$ cat src/rtl/serial_alu.sv
// serial_alu: pushbutton-driven serial ALU.
//   Two raw pushbuttons are synchronized, debounced and edge-detected.
//   A shift press clocks si into operand A; an exec press runs the
//   operation selected by mode against operand B.
// Ports:
//   clk       system clock, rising edge
//   rst_n     asynchronous active-low reset
//   btn_shift raw pushbutton, shifts si into a_reg
//   btn_exec  raw pushbutton, executes mode
//   si        serial bit for operand A
//   b         operand B (WIDTH bits)
//   mode      00 add, 01 sub, 10 accumulate, 11 clear
//   a_reg     current operand A
//   result    last operation result
//   carry     carry-out (add/acc) or no-borrow (sub)
//   ov        two's-complement overflow of last operation
//   valid     one-cycle strobe when result/carry/ov update
module serial_alu #(
    parameter int WIDTH     = 4,
    parameter int DB_CYCLES = 1_000_000
) (
    input  logic             clk,
    input  logic             rst_n,
    input  logic             btn_shift,
    input  logic             btn_exec,
    input  logic             si,
    input  logic [WIDTH-1:0] b,
    input  logic [1:0]       mode,
    output logic [WIDTH-1:0] a_reg,
    output logic [WIDTH-1:0] result,
    output logic             carry,
    output logic             ov,
    output logic             valid
);

    localparam int CW = (DB_CYCLES > 1) ? $clog2(DB_CYCLES) : 1;
    localparam logic [CW-1:0] CNT_TC = CW'(DB_CYCLES - 1);

    localparam logic [1:0] MODE_ADD = 2'b00;
    localparam logic [1:0] MODE_SUB = 2'b01;
    localparam logic [1:0] MODE_ACC = 2'b10;
    localparam logic [1:0] MODE_CLR = 2'b11;

    // index 0 = shift button, index 1 = exec button
    logic [1:0] btn_raw;
    logic [1:0] sync1;
    logic [1:0] sync2;
    logic [1:0] db_level;
    logic [1:0] db_prev;
    logic [1:0] pulse;

    assign btn_raw = {btn_exec, btn_shift};

    for (genvar i = 0; i < 2; i++) begin : g_btn
        logic [CW-1:0] db_cnt;

        always_ff @(posedge clk or negedge rst_n) begin
            if (!rst_n) begin
                sync1[i]    <= 1'b0;
                sync2[i]    <= 1'b0;
                db_cnt      <= '0;
                db_level[i] <= 1'b0;
                db_prev[i]  <= 1'b0;
            end else begin
                sync1[i]   <= btn_raw[i];
                sync2[i]   <= sync1[i];
                db_prev[i] <= db_level[i];
                // count only while the synchronized input disagrees with the
                // accepted level; any agreement restarts the stability window
                if (sync2[i] == db_level[i]) begin
                    db_cnt <= '0;
                end else if (db_cnt == CNT_TC) begin
                    db_level[i] <= sync2[i];
                    db_cnt      <= '0;
                end else begin
                    db_cnt <= db_cnt + 1'b1;
                end
            end
        end
    end

    // rising edge of the debounced level only; release makes no pulse
    assign pulse = db_level & ~db_prev;

    logic             shift_pulse;
    logic             exec_pulse;
    logic [WIDTH-1:0] acc;
    logic [WIDTH-1:0] op_a;
    logic [WIDTH-1:0] op_b;
    logic             cin;
    logic [WIDTH:0]   sum;
    logic             ov_calc;

    assign shift_pulse = pulse[0];
    assign exec_pulse  = pulse[1];

    // Subtract is A + ~B + 1, so the add overflow rule applied to the
    // inverted operand gives the subtract rule directly.
    always_comb begin
        op_a    = (mode == MODE_ACC) ? acc : a_reg;
        op_b    = (mode == MODE_SUB) ? ~b : b;
        cin     = (mode == MODE_SUB);
        sum     = {1'b0, op_a} + {1'b0, op_b} + {{WIDTH{1'b0}}, cin};
        ov_calc = (op_a[WIDTH-1] == op_b[WIDTH-1]) &&
                  (sum[WIDTH-1] != op_a[WIDTH-1]);
    end

    always_ff @(posedge clk or negedge rst_n) begin
        if (!rst_n) begin
            a_reg  <= '0;
            acc    <= '0;
            result <= '0;
            carry  <= 1'b0;
            ov     <= 1'b0;
            valid  <= 1'b0;
        end else begin
            valid <= exec_pulse;
            if (shift_pulse) begin
                a_reg <= {a_reg[WIDTH-2:0], si};
            end
            // op_a was taken from the pre-shift a_reg; clear is written last
            // so it overrides a simultaneous shift
            if (exec_pulse) begin
                if (mode == MODE_CLR) begin
                    a_reg  <= '0;
                    acc    <= '0;
                    result <= '0;
                    carry  <= 1'b0;
                    ov     <= 1'b0;
                end else begin
                    result <= sum[WIDTH-1:0];
                    carry  <= sum[WIDTH];
                    ov     <= ov_calc;
                    if (mode == MODE_ACC) begin
                        acc <= sum[WIDTH-1:0];
                    end
                end
            end
        end
    end

endmodule

$ cat config.mk
export PLATFORM = sky130hd
export DESIGN_NAME = serial_alu
export DESIGN_NICKNAME = d
export VERILOG_FILES = /design/src/rtl/serial_alu.sv
export SDC_FILE = /design/constraint.sdc
export NUM_CORES = 1
export LEC_CHECK = 0
export CELL_PAD_IN_SITES_DETAIL_PLACEMENT = 1
export CELL_PAD_IN_SITES_GLOBAL_PLACEMENT = 2
export CORE_ASPECT_RATIO = 1.75
export CORE_MARGIN = 3
export CORE_UTILIZATION = 36
export CTS_BUF_LIST = sky130_fd_sc_hd__clkbuf_8
export DETAILED_ROUTE_END_ITERATION = 6
export GPL_ROUTABILITY_DRIVEN = 0
export HOLD_SLACK_MARGIN = 0.1
export PLACE_DENSITY_LB_ADDON = 0.08
export SYNTH_ARGS = -nofsm -noshare
export SYNTH_HDL_FRONTEND = slang
export SYNTH_SLANG_ARGS = --single-unit
$ cat constraint.sdc
create_clock -name clk -period 1.95 [get_ports clk]
set_clock_uncertainty 0.2 [all_clocks]
set_input_delay 0.195 -clock clk [delete_from_list [all_inputs] [get_ports clk]]
set_output_delay 0.195 -clock clk [all_outputs]
set_load 0.02 [all_outputs]
==> flow_summary.toml <==
[global_routing]
grt_pass1_wl_um = 12500
grt_use_total_pct = 17.6
grt_max_degree = 64
antenna_found_initial = 0
first_global_vias = 2625
gr-total-overflow = 0

[setup_path]
crit_cells = 8
worstPathArrival_ps = 2170
path_cells = "mux2_4, ha_4, nand3b_1, o21ai_2, a311oi_2, buf_4, xor2_2, o31ai_1"
worst-path-max-fanout = 2
end_kind = "register"
ff2ff_path_depth = 8
cp_slowest_cell = "dfrtp_2"
path_buf_inv = 1
crit_type = "reg -> reg"
cp.required_ps = 2020
slowest_delay_ps = 430
path_delay_family = "flip-flops"
startpoint_type = "register"

[detailed_routing]
vias_per_cell = 5.01
route.detailed.drc = 0
first_pass_iters = 4
ant_nets = 0
drt-initial-drc-count = 43
wl_um = 7340
wl_per_cell_um = 15.7
dr_total_vias = 2343

[pwr]
p_sw_w = 0.000719
p_clk_share_pct = 40.8
power_frac_comb_pct = 11.8
switching_share_pct = 25.4
power_density_mw_per_mm2 = 684
seqPwrFrac_pct = 47.3
internal_power_w = 0.00211
p_leak_nw = 1.85
ir_drop_mv = 0.485
total_power_w = 0.00283

[finish]
finalInstanceArea_mm2 = 0.00414
diodes = 0
fill_cells = 880
largest_register_ffs = 40
drive_gt1_share_pct = 29.1
layout-area-overhead-vs-synth_pct = 37.8
layout.nets = 390
top_register = "g_btn.db_cnt"
utilization_pct = 51.6

[floorplan]
row_count = 43
pin_count = 22
die_h_um = 127
core_area_mm2 = 0.00802
die_area_mm2 = 0.00952
start_util_pct = 37.5
die_w_um = 75.0

[timing]
finalSetupViolCount = 26
setup_ws_ps = -154
finalCritPeriodShare_pct = 108
tightest_slew_ps = 442
drv_slew = 0
rsz0062_at_grt = "yes"
period_needed_ps = 2100
max_clock_freq_mhz = 475
hold_viol_final = 0
slew_headroom_pct = 70.5

[placement]
dpl.hpwl_um = 5030
port_buffers = 21
dpl-instance-area_mm2 = 0.00368

[logic_synthesis]
synthMostInstantiatedCell = "dfrtp_1"
synth.avg_cell_area_um2 = 10.2
synth_fp_nets = 311
synth_edf_count = 0
synth_area_leaders = "dfrtp_1 (53%), xor2_1 (8.2%), nor2_1 (6.5%)"
ys_seq_elements = 63
synthArstFlopShare_pct = 100
yosys_warnings = 0
synth_top_area_share_pct = 52.5
synth_ff_type = "dfrtp_1"
ys_types = 36
synth_common_cells = "dfrtp_1 (63), nor2_1 (52), xor2_1 (28)"
synth_top_area_cell = "dfrtp_1"
yosysSeqAreaShare_pct = 52.5
synth.cell_area_mm2 = 0.00300
netlist_instances = 294

[hold_path]
hold_class = "reg -> reg"
min_path_cells = 0

[outcome]
status = "complete, but fails checks"
violations = "setup timing"

[cts]
path_clk_slew_ps = 70
insertion_delay_ps = 360
h-tree-depth = 3
numCtsBuffers = 9
cts_buffer_depth = 2
cts-root-buf = "clkbuf_8"
cts_tree = "yes"
cts.sinks = 63

[run]
cap_violations = 0
-- layout make-up --
| cell class | instances | area [µm²] | area share (%) |
|---|---|---|---|
| tap | 90 | 113 | 2.72 |
| clock inverter | 6 | 61.3 | 1.48 |
| inverter | 6 | 22.5 | 0.544 |
| multi-input combinational | 218 | 1550 | 37.5 |
| clock buffer | 10 | 138 | 3.33 |
| sequential | 63 | 1580 | 38.2 |
| timing repair buffer | 75 | 669 | 16.2 |
-- logic make-up after synthesis --
kind of cell	after synthesis	share of synthesized area (%)
flip-flops	63	52.5
buffers and inverters	13	2.42
multiplexers	10	3.54
AND/OR/NAND/NOR	137	21.4
adder cells (fa/ha/maj)	6	2.75
AO/OA/AOI/OAI	19	4.00
XOR/XNOR	46	13.4
-- through the flow --
step | TNS [ps] | instances | hold slack (ps) | worst slack, ps
2_1_floorplan | -433 | 294 | -301 | -47.4
4_1_cts | -3450 | 470 | 148 | -175
6_report | -3100 | 468 | 146 | -154
3_3_place_gp | -8160 | 441 | 34.9 | -648
5_1_grt | -5710 | 468 | 157 | -255
3_5_place_dp | -8270 | 441 | 39.9 | -797
-- per-layer routing --
| metal | global-route usage [%] | part of all wire [%] | vias up |
|---|---|---|---|
| met5 | 0 | 0 | - |
| met4 | 9.22 | 3.4 | 0 |
| met3 | 4.36 | 3.0 | 20 |
| met2 | 29.8 | 55 | 33 |
| met1 | 19.6 | 39 | 1150 |
| li1 | - | - | 1140 |
-- final timing paths --
check	from	to	slack [ps]
hold / removal	sync1[1]$_DFF_PN0_	sync2[1]$_DFF_PN0_	150
min in group asynchronous	rst_n	a_reg[3]$_DFF_PN0_	170
max in group asynchronous	rst_n	g_btn[1].db_cnt[6]$_DFF_PN0_	1070
setup / recovery	a_reg[1]$_DFF_PN0_	acc[3]$_DFFE_PN0P_	-150
setup reg to reg	a_reg[1]$_DFF_PN0_	acc[3]$_DFFE_PN0P_	-150
hold reg to reg	sync1[1]$_DFF_PN0_	sync2[1]$_DFF_PN0_	150
-- repair_timing --
item	in CTS	in global routing
pin swaps	6	13
buffers inserted	8	1
setup endpoints to repair	30	31
cloned	2	0
hold buffers	3	0
hold endpoints to repair	65	0
resized for setup	21	28
-- power groups by stage --
| stage | Combinational (W) | Sequential, W | Clock [W] |
|---|---|---|---|
| floorplan | 0.000134 | 0.00137 | 0 |
| global placement | 0.000279 | 0.00136 | 0 |
| detailed placement | 0.000285 | 0.00137 | 0 |
| CTS | 0.000345 | 0.00134 | 0.00121 |
| global route | 0.000372 | 0.00134 | 0.00126 |
| finish | 0.000335 | 0.00134 | 0.00116 |
-- cell usage in the layout, fill, tap and decap left out, types with 4 or more instances in the layout --
| master | count |
|---|---|
| o21ai_0 | 6 |
| nand3_1 | 23 |
| nor2_1 | 42 |
| dlygate4sd2_1 | 4 |
| and3_1 | 4 |
| clkdlybuf4s50_1 | 16 |
| xor2_1 | 27 |
| nand4_1 | 5 |
| dfrtp_1 | 59 |
| nor3_1 | 4 |
| inv_1 | 7 |
| mux2i_1 | 4 |
| nor2_4 | 5 |
| xnor2_1 | 15 |
| clkbuf_8 | 10 |
| dfrtp_2 | 4 |
| buf_4 | 45 |
| nor2_2 | 5 |
| nand2_1 | 26 |
Note: power is estimated with default switching activity, not from simulation.
